$ cat config.mk
export PLATFORM = sky130hd
export DESIGN_NAME = hood_mode_ctrl
export DESIGN_NICKNAME = d
export VERILOG_FILES = /design/src/rtl/hood_pkg.sv /design/src/rtl/sec_prescaler.sv /design/src/rtl/hood_mode_ctrl.sv
export SDC_FILE = /design/constraint.sdc
export NUM_CORES = 1
export LEC_CHECK = 0
export ABC_AREA = 1
export ABC_CLOCK_PERIOD_IN_PS = 2200
export CAP_MARGIN = 30
export CORE_MARGIN = 5
export CORE_UTILIZATION = 34
export DETAILED_ROUTE_END_ITERATION = 10
export SYNTH_ARGS = -nofsm -noshare
export SYNTH_HDL_FRONTEND = slang
export SYNTH_SLANG_ARGS = --single-unit
export TNS_END_PERCENT = 1
$ cat constraint.sdc
create_clock -name clk -period 2.2 [get_ports clk]
set_input_delay 0.44 -clock clk [delete_from_list [all_inputs] [get_ports clk]]
set_output_delay 0.44 -clock clk [all_outputs]
set_load 0.03 [all_outputs]
$ cat src/rtl/hood_pkg.sv
// Shared definitions for the range-hood mode controller and the display decoder
// that consumes its mode codes.
package hood_pkg;

  localparam int SECS_W = 8;

  typedef enum logic [2:0] {
    ST_OFF,
    ST_STANDBY,
    ST_L1,
    ST_L2,
    ST_STORM,
    ST_CLEAN
  } hood_state_e;

  localparam logic [7:0] MC_OFF        = 8'h00;
  localparam logic [7:0] MC_STANDBY    = 8'h01;
  localparam logic [7:0] MC_L1         = 8'h02;
  localparam logic [7:0] MC_L2         = 8'h03;
  localparam logic [7:0] MC_STORM      = 8'h04;
  localparam logic [7:0] MC_CLEAN_BASE = 8'h10;

  // Buttons ranked so that a larger value wins when pulses coincide.
  typedef enum logic [2:0] {
    BTN_NONE,
    BTN_L1,
    BTN_L2,
    BTN_L3,
    BTN_CLEAN,
    BTN_POWER
  } btn_e;

  function automatic btn_e pick_btn(input logic power, input logic clean,
                                    input logic l3, input logic l2,
                                    input logic l1);
    if (power)      return BTN_POWER;
    else if (clean) return BTN_CLEAN;
    else if (l3)    return BTN_L3;
    else if (l2)    return BTN_L2;
    else if (l1)    return BTN_L1;
    else            return BTN_NONE;
  endfunction

endpackage

$ cat src/rtl/sec_prescaler.sv
// Divides the system clock down to a one-cycle pulse once per second.
// Clearing restarts the second so a freshly entered state gets a full one.
module sec_prescaler #(
  parameter int CLK_HZ = 100_000_000
) (
  input  logic clk,
  input  logic rst_n,
  input  logic clear,
  output logic tick
);

  localparam int CW = (CLK_HZ > 1) ? $clog2(CLK_HZ) : 1;
  localparam logic [CW-1:0] LAST = CW'(CLK_HZ - 1);

  logic [CW-1:0] cnt;

  assign tick = (cnt == LAST);

  // NOTE: sequential state uses non-blocking assignments so every flop samples pre-edge values.
  always_ff @(posedge clk or negedge rst_n) begin
    if (!rst_n) begin
      cnt <= '0;
    end else if (clear || tick) begin
      cnt <= '0;
    end else begin
      cnt <= cnt + CW'(1);
    end
  end

endmodule

$ cat src/rtl/hood_mode_ctrl.sv
// Range-hood operating-mode FSM with storm and self-clean countdowns; all
// outputs are registered from the next-state logic.
module hood_mode_ctrl
  import hood_pkg::*;
#(
  parameter int CLK_HZ     = 100_000_000,
  parameter int STORM_SECS = 60,
  parameter int CLEAN_SECS = 180
) (
  input  logic              clk,
  input  logic              rst_n,
  input  logic              btn_power,
  input  logic              btn_l1,
  input  logic              btn_l2,
  input  logic              btn_l3,
  input  logic              btn_clean,
  output logic [7:0]        mode_code,
  output logic [SECS_W-1:0] secs_left,
  output logic              storm_used,
  output logic              clean_done
);

  localparam logic [SECS_W-1:0] STORM_LOAD = SECS_W'(STORM_SECS);
  localparam logic [SECS_W-1:0] CLEAN_LOAD = SECS_W'(CLEAN_SECS);
  localparam logic [SECS_W-1:0] ONE        = SECS_W'(1);

  // Phase k begins once elapsed*4 >= k*CLEAN_SECS, i.e. elapsed >= ceil(k*CLEAN_SECS/4).
  localparam int Q1 = (CLEAN_SECS + 3) / 4;
  localparam int Q2 = (2 * CLEAN_SECS + 3) / 4;
  localparam int Q3 = (3 * CLEAN_SECS + 3) / 4;
  localparam logic [SECS_W-1:0] SECS_Q1 = SECS_W'(CLEAN_SECS - Q1);
  localparam logic [SECS_W-1:0] SECS_Q2 = SECS_W'(CLEAN_SECS - Q2);
  localparam logic [SECS_W-1:0] SECS_Q3 = SECS_W'(CLEAN_SECS - Q3);

  hood_state_e       state_q, state_d;
  logic [SECS_W-1:0] secs_d;
  logic              storm_d;
  logic              done_d;
  logic [7:0]        mode_d;
  logic              tick;
  logic              presc_clear;
  btn_e              btn;

  assign btn         = pick_btn(btn_power, btn_clean, btn_l3, btn_l2, btn_l1);
  assign presc_clear = (state_d != state_q);

  sec_prescaler #(
    .CLK_HZ(CLK_HZ)
  ) u_prescaler (
    .clk  (clk),
    .rst_n(rst_n),
    .clear(presc_clear),
    .tick (tick)
  );

  function automatic logic [7:0] clean_code(input logic [SECS_W-1:0] secs);
    if (secs <= SECS_Q3)      return MC_CLEAN_BASE + 8'd3;
    else if (secs <= SECS_Q2) return MC_CLEAN_BASE + 8'd2;
    else if (secs <= SECS_Q1) return MC_CLEAN_BASE + 8'd1;
    else                      return MC_CLEAN_BASE;
  endfunction

  // NOTE: every always_comb output gets a default first so no path can infer a latch.
  always_comb begin
    state_d = state_q;
    secs_d  = secs_left;
    storm_d = storm_used;
    done_d  = 1'b0;

    case (state_q)
      ST_OFF: begin
        if (btn == BTN_POWER) begin
          state_d = ST_STANDBY;
          storm_d = 1'b0;
        end
      end

      ST_STANDBY, ST_L1, ST_L2: begin
        case (btn)
          BTN_POWER: state_d = ST_OFF;
          BTN_CLEAN: begin
            if (state_q == ST_STANDBY) begin
              state_d = ST_CLEAN;
              secs_d  = CLEAN_LOAD;
            end
          end
          BTN_L3: begin
            if (!storm_used) begin
              state_d = ST_STORM;
              secs_d  = STORM_LOAD;
              storm_d = 1'b1;
            end
          end
          BTN_L2:  state_d = ST_L2;
          BTN_L1:  state_d = ST_L1;
          default: ;
        endcase
      end

      // A taken button overrides a coincident expiry tick.
      ST_STORM: begin
        case (btn)
          BTN_POWER: begin state_d = ST_OFF; secs_d = '0; end
          BTN_L2:    begin state_d = ST_L2;  secs_d = '0; end
          BTN_L1:    begin state_d = ST_L1;  secs_d = '0; end
          default: begin
            if (tick) begin
              if (secs_left == ONE) begin
                state_d = ST_L2;
                secs_d  = '0;
              end else begin
                secs_d = secs_left - ONE;
              end
            end
          end
        endcase
      end

      ST_CLEAN: begin
        if (btn == BTN_POWER) begin
          state_d = ST_OFF;
          secs_d  = '0;
        end else if (tick) begin
          if (secs_left == ONE) begin
            state_d = ST_STANDBY;
            secs_d  = '0;
            done_d  = 1'b1;
          end else begin
            secs_d = secs_left - ONE;
          end
        end
      end

      default: begin
        state_d = ST_OFF;
        secs_d  = '0;
      end
    endcase
  end

  always_comb begin
    mode_d = MC_OFF;
    case (state_d)
      ST_STANDBY: mode_d = MC_STANDBY;
      ST_L1:      mode_d = MC_L1;
      ST_L2:      mode_d = MC_L2;
      ST_STORM:   mode_d = MC_STORM;
      ST_CLEAN:   mode_d = clean_code(secs_d);
      default:    mode_d = MC_OFF;
    endcase
  end

  always_ff @(posedge clk or negedge rst_n) begin
    if (!rst_n) begin
      state_q    <= ST_OFF;
      mode_code  <= MC_OFF;
      secs_left  <= '0;
      storm_used <= 1'b0;
      clean_done <= 1'b0;
    end else begin
      state_q    <= state_d;
      mode_code  <= mode_d;
      secs_left  <= secs_d;
      storm_used <= storm_d;
      clean_done <= done_d;
    end
  end

endmodule
==> flow_summary_export.csv, run 1 <==
group,metric,value,unit
place,io_buffers,20,
clock_tree,clock-sinks,44,
grt,antenna_found_initial,0,
sta,final_max_slew_viol_count,0,
route,drc_errors,0,
clock_tree,cts_htree_levels,2,
critical_path,timing.rr.start,"u_prescaler.cnt[1]$_DFF_PN0_",
route,drt_iter0_drc,110,
final_layout,antennaDiodeCount,0,
sta,whs,0.0957,ns
synthesis,syn-cell-area,3060,sq um
final_layout,drive_above_1_share,34.3,%
final_layout,layout.area.seq,1100,sq um
place,gp_routability_congestion,0.955,
clock_tree,cts_buffer_depth,2,
critical_path,reg2reg_to,"mode_code[1]$_DFF_PN0_",
critical_path,crit_start,"u_prescaler.cnt[1]$_DFF_PN0_",
final_layout,final_cell_mix,"nand2_1 (82), buf_4 (69), dfrtp_1 (44)",
sta,fin_crit,2.15,ns
hold_path,hold_class,"in2async",
job,drv_cap,0,
floorplanning,fp-row-count,34,
route,postRouteAntennaNets,0,
sta,rsz0062_at_grt,"true",
final_layout,area_growth,37.7,%
synthesis,seq_area_frac_synth,36.0,%
critical_path,path_cells,"ha_2, nand3_2, inv_2, nand2_4, inv_4, nand2_4, nor2_8, buf_6, nand2_1, nand2_1, nand2_1, nand2_1, nand2_2, nand2_1, inv_1, nand2_1, nand2_1, nand2_1, a21oi_1, or2_1",
final_layout,fin_nets,516,
route,drt_pre_antenna_iters,4,
route,wl_per_cell,12.7,um
sta,clock_skew,0.0125,ns
final_layout,final_common_cell,"nand2_1",
sta,finalHoldViolCount,0,
synthesis,synth.avg_cell_area,7.46,sq um
critical_path,crit_top_cell,"nand2_1",
pwr,p_leak,1.97,nW
critical_path,start_kind,"register",
critical_path,worst-setup-path-type,"reg2reg",
grt,grt_max_degree,28,
floorplanning,ios,25,
final_layout,fillerInstances,841,
clock_tree,cts_tree,"done",
sta,fin_crit_sh,97.5,%
place,dpl.hpwl,6140,um
clock_tree,cts_buffers,5,
critical_path,cp_slowest_stage_delay,0.36,ns
clock_tree,cts-root-buf,"clkbuf_8",
final_layout,multi_input_area,1880,sq um
critical_path,crit_fanout,6,
clock_tree,postCtsHoldBufs,0,
floorplanning,initial_core_util,34.9,%
route,vias,2980,
grt,grt_usage,14.1,%
floorplanning,core-area,8760,sq um
pwr,power,3.89,mW
floorplanning,die_y,105,um
pwr,powerDensity,925,nW/um^2
grt,grt_first_pass_wirelength,13200,um
clock_tree,clock_latency,0.30,ns
synthesis,yosysWarningCount,0,
grt,first_global_vias,2949,
synthesis,ys_seq_elements,44,
floorplanning,dieArea,11000,sq um
critical_path,arrival,2.33,ns
synthesis,yosys.cell_types.count,38,
outcome,status,"completed",
critical_path,reg2reg_depth,20,
pwr,vdd_drop_max,0.654,mV
critical_path,cp-end-kind,"register",
critical_path,crit_slowest_cell,"dfrtp_1",
critical_path,r2r_slack,0.05,ns
synthesis,netlist_instances,410,
sta,fin_tns_setup,0,ns
clock_tree,clkSlewWorstSetupHoldPaths,0.09,ns
sta,fmax,466,MHz
sta,setup_viol,0,
grt,overflow,0,
final_layout,finalCoreUtilization,48.0,%
route,vias_per_cell,4.85,
floorplanning,die_width,105,um
route,wirelength,7780,um
critical_path,crit_required,2.39,ns
layer usage:
| metal | GRT usage, % | share of wire (%) | up-vias |
|---|---|---|---|
| li1 | - | - | 1500 |
| met1 | 16.8 | 43 | 1408 |
| met2 | 25.1 | 51 | 57 |
| met3 | 3.58 | 4.3 | 15 |
| met4 | 4.02 | 1.9 | 0 |
| met5 | 0 | 0 | - |
synth_stat cells:
| cell | instances | area [sq um] |
|---|---|---|
| a31oi_1 | 3 | 18.8 |
| a21oi_2 | 1 | 8.76 |
| nor3b_1 | 3 | 22.5 |
| nand4_1 | 8 | 50.1 |
| dfrtp_1 | 44 | 1100 |
| o21ai_2 | 1 | 8.76 |
| ha_1 | 3 | 37.5 |
| nand2_2 | 3 | 18.8 |
| nand2_1 | 91 | 342 |
| o21ai_1 | 3 | 15.0 |
| nand2_4 | 1 | 11.3 |
| nor3_2 | 22 | 220 |
| o21a_1 | 1 | 7.51 |
| conb_1 | 1 | 3.75 |
| nor4_1 | 1 | 6.26 |
| nor3_1 | 12 | 60.1 |
| and2_1 | 1 | 6.26 |
| xor2_4 | 1 | 27.5 |
| or3b_1 | 1 | 8.76 |
| o21ai_0 | 8 | 40.0 |
| nand3_1 | 40 | 200 |
| a211o_1 | 1 | 8.76 |
| nor2_8 | 1 | 20.0 |
| xor2_1 | 18 | 158 |
| buf_4 | 4 | 30.0 |
| nor2_1 | 57 | 214 |
| nand3_4 | 1 | 17.5 |
| a21oi_1 | 7 | 35.0 |
| xnor2_1 | 7 | 61.3 |
| or2_1 | 1 | 6.26 |
| inv_2 | 11 | 41.3 |
| inv_1 | 41 | 154 |
| nor2_2 | 3 | 18.8 |
| clkinv_1 | 1 | 3.75 |
| o22ai_1 | 2 | 12.5 |
| buf_6 | 4 | 45.0 |
| nand3_2 | 1 | 10.0 |
| nand3b_1 | 1 | 7.51 |
final cells by class:
type | count | area share (%)
well taps | 108 | 3.21
inverters | 53 | 4.84
clock buffers | 6 | 1.96
repair buffers | 94 | 18.9
clock inverters | 2 | 0.238
flip-flops and latches | 44 | 26.2
multi-input cells | 308 | 44.7
stage by stage:
stage,setup slack [ns],std cells,instance area (sq um)
2_1_floorplan,0.102,413,3070
3_3_place_gp,-0.401,602,3870
3_5_place_dp,-0.440,602,3870
4_1_cts,-0.0283,611,4010
5_1_grt,-0.139,615,4210
6_report,0.0548,615,4210
how the worst max path moves through the flow:
stage / slack (ns) / to / depth (start not counted)
floorplan: 0.10 / u_prescaler.cnt[4]$_DFF_PN0_ / 13
global placement: -0.40 / mode_code[1]$_DFF_PN0_ / 15
detailed placement: -0.44 / mode_code[1]$_DFF_PN0_ / 15
CTS: -0.03 / u_prescaler.cnt[0]$_DFF_PN0_ / 13
global route: -0.14 / mode_code[0]$_DFF_PN0_ / 21
finish: 0.05 / mode_code[1]$_DFF_PN0_ / 20
cell families after synthesis:
| group | share of synthesized area, % |
|---|---|
| simple gates | 40.5 |
| other cells | 0.123 |
| compound gates | 5.07 |
| fa+ha+maj | 1.23 |
| buf+inv | 8.96 |
| flops | 36.0 |
| xor+xnor | 8.06 |
worst max-delay path: cells and delay by family (launching register included):
| kind | cells | cell delay [ns] |
|---|---|---|
| flip-flops | 1 | 0.36 |
| AO/OA/AOI/OAI | 1 | 0.06 |
| buffers and inverters | 4 | 0.31 |
| adder cells (fa/ha/maj) | 1 | 0.20 |
| AND/OR/NAND/NOR | 14 | 1.09 |
where the power goes:
part / internal (mW) / switching [mW] / leakage (nW)
clock network: 0.251 / 0.288 / 0.0510
registers: 0.921 / 0.0910 / 0.601
logic: 0.935 / 1.41 / 1.32
timing repair:
| action | CTS | global route |
|---|---|---|
| setup endpoints to repair | 29 | 30 |
| setup buffers | 1 | 4 |
| gates resized for setup | 12 | 50 |
| pin swaps | 2 | 13 |
sequential cells by signal, summed over array words and instances, names as in the netlist:
register         cells
state_q              3
storm_used           1
u_prescaler.cnt     27
secs_left            8
mode_code            4
clean_done           1
Power figures use the tool's default switching activity.
==> inputs of run 2 (changes only) <==
==> constraint.sdc (replaced) <==
create_clock -name clk -period 2.2 [get_ports clk]
set_input_delay 0.55 -clock clk [delete_from_list [all_inputs] [get_ports clk]]
set_output_delay 0.55 -clock clk [all_outputs]
set_load 0.03 [all_outputs]
==> run 2 against run 1 <==
Net effect: the run now ends with negative setup slack left; global-route usage grew 0.54 points; core utilization grew 1.3 points; first-iteration DRC count shrank 22%; sequential share of layout area shrank 0.70 points; via count shrank 0.17%; critical endpoint unchanged; largest power group unchanged.
==> flow_summary_export.csv, run 2 (synthesis gave the netlist of run 1 again) <==
group,metric,value,unit
sta,fin_crit,2.22,ns
sta,final_max_slew_viol_count,0,
critical_path,arrival,2.41,ns
hold_path,hold_class,"in2async",
route,drc_errors,0,
critical_path,worst-setup-path-type,"reg2reg",
sta,fin_tns_setup,-0.0186,ns
clock_tree,clock_latency,0.30,ns
grt,grt_first_pass_wirelength,13700,um
grt,antenna_found_initial,0,
clock_tree,cts-root-buf,"clkbuf_8",
final_layout,largest_register_ffs,27,
critical_path,crit_top_cell,"nand2_4",
pwr,vdd_drop_max,0.743,mV
route,vias_per_cell,4.77,
clock_tree,cts_htree_levels,2,
critical_path,cp-end-kind,"register",
sta,fin_ws,-0.0186,ns
critical_path,crit_slowest_cell,"dfrtp_1",
clock_tree,cts_buffer_depth,2,
floorplanning,core-area,8760,sq um
clock_tree,cts_buffers,5,
route,wirelength,8120,um
route,drt_iter0_drc,86,
grt,grt_max_degree,29,
route,vias,2975,
grt,first_global_vias,2995,
sta,fmax,451,MHz
critical_path,start_kind,"register",
final_layout,final_cell_mix,"buf_4 (75), nand2_1 (71), dfrtp_1 (44)",
outcome,status,"finished, violations left",
job,drv_cap,0,
critical_path,path_cells,"ha_2, nand3_2, inv_2, nand2_4, inv_4, nand2_4, nor2_8, buf_6, nand3_1, nand2_2, nand2_4, nand2_4, nand2_1, nor2_1, nand2_1, nand2_1, a21oi_1, or2_1",
clock_tree,clkSlewWorstSetupHoldPaths,0.09,ns
floorplanning,die_y,105,um
place,dpl.hpwl,6080,um
floorplanning,fp-row-count,34,
place,numPlacedInstances,598,
pwr,power,4.02,mW
sta,setup_viol,1,
final_layout,largest-register,"u_prescaler.cnt",
place,dp_slack,-0.554,ns
sta,fin_crit_sh,101,%
clock_tree,clock-sinks,44,
route,wl_per_cell,13.0,um
sta,rsz0062_at_grt,"true",
clock_tree,cts_tree,"done",
final_layout,drive_above_1_share,36.4,%
sta,finalHoldViolCount,0,
grt,overflow,0,
final_layout,stdcell_count,624,
critical_path,crit_required,2.39,ns
floorplanning,initial_core_util,34.9,%
grt,grt_usage,14.7,%
floorplanning,die_width,105,um
outcome,violations,"negative setup slack",
floorplanning,dieArea,11000,sq um
route,drt_pre_antenna_iters,4,
critical_path,cp_slowest_stage_delay,0.37,ns
place,io_buffers,20,
floorplanning,ios,25,
critical_path,crit_fanout,5,
final_layout,area_growth,41.4,%
pwr,p_leak,2.03,nW
final_layout,final_common_cell,"buf_4",
final_layout,antennaDiodeCount,0,
final_layout,top_regs,"u_prescaler.cnt (27), secs_left (8), mode_code (4)",
place,gp_routability_congestion,0.901,
sta,clock_skew,0.0122,ns
route,postRouteAntennaNets,0,
final_layout,fin_nets,525,
pwr,powerDensity,930,nW/um^2
-- run 2: path summary, 6_finish.rpt --
path / endpoint / slack (ns) / cells after the start / from
worst max-delay path: mode_code[1]$_DFF_PN0_ / -0.02 / 18 / u_prescaler.cnt[1]$_DFF_PN0_
worst min-delay path: clean_done$_DFF_PN0_ / 0.18 / 1 / rst_n
worst max register to register: mode_code[1]$_DFF_PN0_ / -0.02 / 18 / u_prescaler.cnt[1]$_DFF_PN0_
worst min register to register: storm_used$_DFFE_PN0P_ / 0.57 / 2 / storm_used$_DFFE_PN0P_
max in group asynchronous: u_prescaler.cnt[5]$_DFF_PN0_ / 1.52 / 2 / rst_n
min in group clk: storm_used$_DFFE_PN0P_ / 0.57 / 2 / storm_used$_DFFE_PN0P_
-- run 2: routing by layer --
layer | vias to the layer above | GRT usage, % | routed length (um) | share of wire (%)
li1 | 1521 | - | - | -
met1 | 1390 | 18.4 | 3510 | 43
met2 | 54 | 26.0 | 4180 | 52
met3 | 10 | 3.27 | 330 | 4.1
met4 | 0 | 2.83 | 89 | 1.1
met5 | - | 0 | 0 | 0
-- run 2: final cells by class --
class / count / area, sq um
Fill cell: 825 / 4440
Sequential cell: 44 / 1100
Multi-Input combinational cell: 308 / 1900
Inverter: 53 / 206
Tap cell: 108 / 135
Timing Repair Buffer: 103 / 888
Clock buffer: 6 / 82.6
Clock inverter: 2 / 10.0
-- run 2: worst max-delay path: cells and delay by family (launching register included) --
family / cells / cell delay (ns)
compound gates: 1 / 0.06
fa+ha+maj: 1 / 0.20
buf+inv: 3 / 0.28
flops: 1 / 0.37
simple gates: 13 / 1.21
-- run 2: power by group --
| group | switching [mW] | leakage [nW] | internal, mW | total [mW] |
|---|---|---|---|---|
| logic | 1.43 | 1.38 | 1.04 | 2.47 |
| clock network | 0.290 | 0.0510 | 0.251 | 0.541 |
| registers | 0.0945 | 0.601 | 0.920 | 1.01 |
-- run 2: what timing repair did --
action	4_1_cts	5_1_grt
hold endpoints to repair	0	0
pin swaps	10	20
hold buffers	0	0
resized for setup	31	45
gates cloned	1	0
setup buffers	9	8
endpoints found under the setup margin	30	30
-- run 2: metrics by stage --
| stage | hold slack (ns) | util, % | area, sq um |
|---|---|---|---|
| finish | 0.180 | 49.4 | 4330 |
| CTS | 0.177 | 47.0 | 4120 |
| global placement | 0.509 | 43.9 | 3850 |
| detailed placement | 0.512 | 43.9 | 3850 |
| floorplan | 0.254 | - | 3070 |
| global route | 0.191 | 49.4 | 4330 |
==> inputs of run 3 (changes only) <==
--- a/config.mk
+++ b/config.mk
@@ -9,7 +9,7 @@
 export ABC_CLOCK_PERIOD_IN_PS = 2200
 export CAP_MARGIN = 30
 export CORE_MARGIN = 5
-export CORE_UTILIZATION = 34
+export CORE_UTILIZATION = 40
 export DETAILED_ROUTE_END_ITERATION = 10
 export SYNTH_ARGS = -nofsm -noshare
 export SYNTH_HDL_FRONTEND = slang
==> run 3 against run 2 <==
Net effect: the flow now finishes without violations; worst hold slack improved by 0.047 ns; setup slack improved by 0.032 ns; sequential cell count unchanged; combinational power up 9.7%; clock skew about the same; via count increased by 8.2%; clock power increased by 17%; fmax rose by 1.4%; first-iteration DRC count rose by 64%.
==> flow_summary_export.csv, run 3 (synthesis gave the netlist of run 1 again) <==
group,metric,value,unit
clock_tree,cts_buffers,5,
pwr,powerDensity,931,nW/um^2
critical_path,worst-setup-path-type,"in2reg",
sta,fin_ws,0.0131,ns
grt,grt_first_pass_wirelength,14300,um
floorplanning,die_width,97.4,um
outcome,status,"completed",
final_layout,antennaDiodeCount,0,
critical_path,crit_start,"btn_l2",
sta,relSlewSlack,62.8,%
job,drv_cap,0,
critical_path,r2r_slack,0.04,ns
grt,antenna_found_initial,0,
critical_path,timing.rr.start,"u_prescaler.cnt[23]$_DFF_PN0_",
route,postRouteAntennaNets,0,
route,vias_per_cell,4.95,
final_layout,final_area,4650,sq um
final_layout,drive_above_1_share,42.5,%
critical_path,arrival,2.38,ns
place,dpl_cell_area,4070,sq um
final_layout,top_regs,"u_prescaler.cnt (27), secs_left (8), mode_code (4)",
critical_path,crit_slowest_cell,"dlygate4sd2_1",
sta,fin_crit_sh,99.4,%
sta,worst_pin_slew,0.558,ns
place,gp_routability_congestion,0.929,
final_layout,largest-register,"u_prescaler.cnt",
pwr,power,4.33,mW
sta,clock_skew,0.0119,ns
critical_path,cp.depth,18,
route,vias,3219,
floorplanning,core-area,7330,sq um
clock_tree,cts_tree,"done",
critical_path,crit_top_cell,"nand2_2",
sta,finalHoldViolCount,0,
final_layout,area_growth,52.1,%
clock_tree,clock_latency,0.31,ns
clock_tree,postCtsHoldBufs,0,
critical_path,cp_slowest_stage_delay,0.26,ns
critical_path,reg2reg_depth,13,
route,drc_errors,0,
floorplanning,dieArea,9490,sq um
floorplanning,die_y,97.4,um
final_layout,final_common_cell,"buf_4",
pwr,vdd_drop_max,0.674,mV
floorplanning,fp-row-count,31,
critical_path,start_kind,"input pin",
clock_tree,cts_htree_levels,2,
sta,fin_tns_setup,0,ns
route,drt_iter0_drc,141,
clock_tree,cts_buffer_depth,2,
route,wl_per_cell,13.1,um
route,wirelength,8510,um
grt,grt_max_degree,24,
sta,fmax,457,MHz
final_layout,fillerInstances,603,
grt,overflow,0,
clock_tree,clock-sinks,44,
place,dpl.hpwl,6090,um
grt,grt_usage,18.1,%
floorplanning,ios,25,
critical_path,crit_fanout,3,
sta,whs,0.227,ns
final_layout,final_cell_mix,"buf_4 (108), nand2_1 (66), dfrtp_1 (44)",
clock_tree,clkSlewWorstSetupHoldPaths,0.10,ns
critical_path,crit_path_end,"mode_code[1]$_DFF_PN0_",
final_layout,fin_nets,560,
sta,setup_viol,0,
clock_tree,cts-root-buf,"clkbuf_8",
critical_path,critPathBufInv,4,
route,drt_pre_antenna_iters,5,
sta,fin_crit,2.19,ns
pwr,p_leak,2.18,nW
critical_path,path_cells,"dlygate4sd2_1, inv_1, nand2_2, nand3_2, nand2_1, nand2_2, buf_4, nand3_1, nand2_2, buf_4, nand3_2, o21ai_4, nor2_1, nor2_2, nand2_2, nand2_2, a21oi_2, or2_1",
critical_path,critical_path.top_delay_family,"simple AND/OR/NAND/NOR gates",
grt,first_global_vias,3229,
floorplanning,initial_core_util,41.7,%
sta,final_max_slew_viol_count,0,
critical_path,reg2reg_to,"mode_code[1]$_DFF_PN0_",
critical_path,crit_required,2.39,ns
final_layout,largest_register_ffs,27,
critical_path,cp-end-kind,"register",
place,dp_slack,-0.891,ns
hold_path,hold_class,"in2async",
sta,rsz0062_at_grt,"true",
place,io_buffers,20,
run 3: cell types whose count changed in the layout (fill, tap and decap cells not counted), sizes merged:
cell,change
dlymetal6s2s,-1
xor2,+1
bufinv,+1
clkinv,-1
buf,+34
clkinvlp,+1
run 3: final cells by class:
cell class | count | area [sq um] | share of cell area, %
Multi-Input combinational cell | 309 | 1990 | 42.9
Timing Repair Buffer | 137 | 1110 | 24.0
Sequential cell | 44 | 1100 | 23.7
Inverter | 53 | 206 | 4.44
Tap cell | 99 | 124 | 2.66
Clock buffer | 5 | 68.8 | 1.48
Clock inverter | 3 | 42.5 | 0.914
run 3: worst min-delay path by stage:
| stage | slack, ns | to | start | cells past startpoint |
|---|---|---|---|---|
| 4_1_cts | 0.24 | secs_left[4]$_DFF_PN0_ | rst_n | 1 |
| 2_1_floorplan | 0.25 | clean_done$_DFF_PN0_ | rst_n | 0 |
| 5_1_grt | 0.27 | secs_left[4]$_DFF_PN0_ | rst_n | 1 |
| 3_5_place_dp | 0.53 | u_prescaler.cnt[0]$_DFF_PN0_ | u_prescaler.cnt[0]$_DFF_PN0_ | 2 |
| 3_3_place_gp | 0.52 | u_prescaler.cnt[0]$_DFF_PN0_ | u_prescaler.cnt[0]$_DFF_PN0_ | 2 |
| 6_report | 0.23 | secs_left[4]$_DFF_PN0_ | rst_n | 1 |
run 3: repair_timing:
action / 4_1_cts / 5_1_grt
setup endpoints to repair: 30 / 29
resized for setup: 45 / 52
gates cloned: 1 / 0
setup buffers: 15 / 3
hold endpoints to repair: 0 / 0
pin swaps: 19 / 21
run 3: through the flow:
step           std cells  util, %
2_1_floorplan        413        -
3_3_place_gp         623     55.5
3_5_place_dp         623     55.5
4_1_cts              647     60.8
5_1_grt              650     63.5
6_report             650     63.5
run 3: where the power goes:
group	leakage [nW]	internal [mW]	switching, mW
sequential	0.601	0.920	0.0679
combinational	1.52	1.15	1.56
clock	0.0541	0.336	0.297
run 3: routing by layer:
metal / global-route usage (%) / vias to the layer above / share of wire [%]
met2: 31.6 / 87 / 52
met3: 3.52 / 13 / 5.5
li1: - / 1588 / -
met4: 5.75 / 0 / 1.4
met1: 22.2 / 1531 / 41
met5: 0 / - / 0
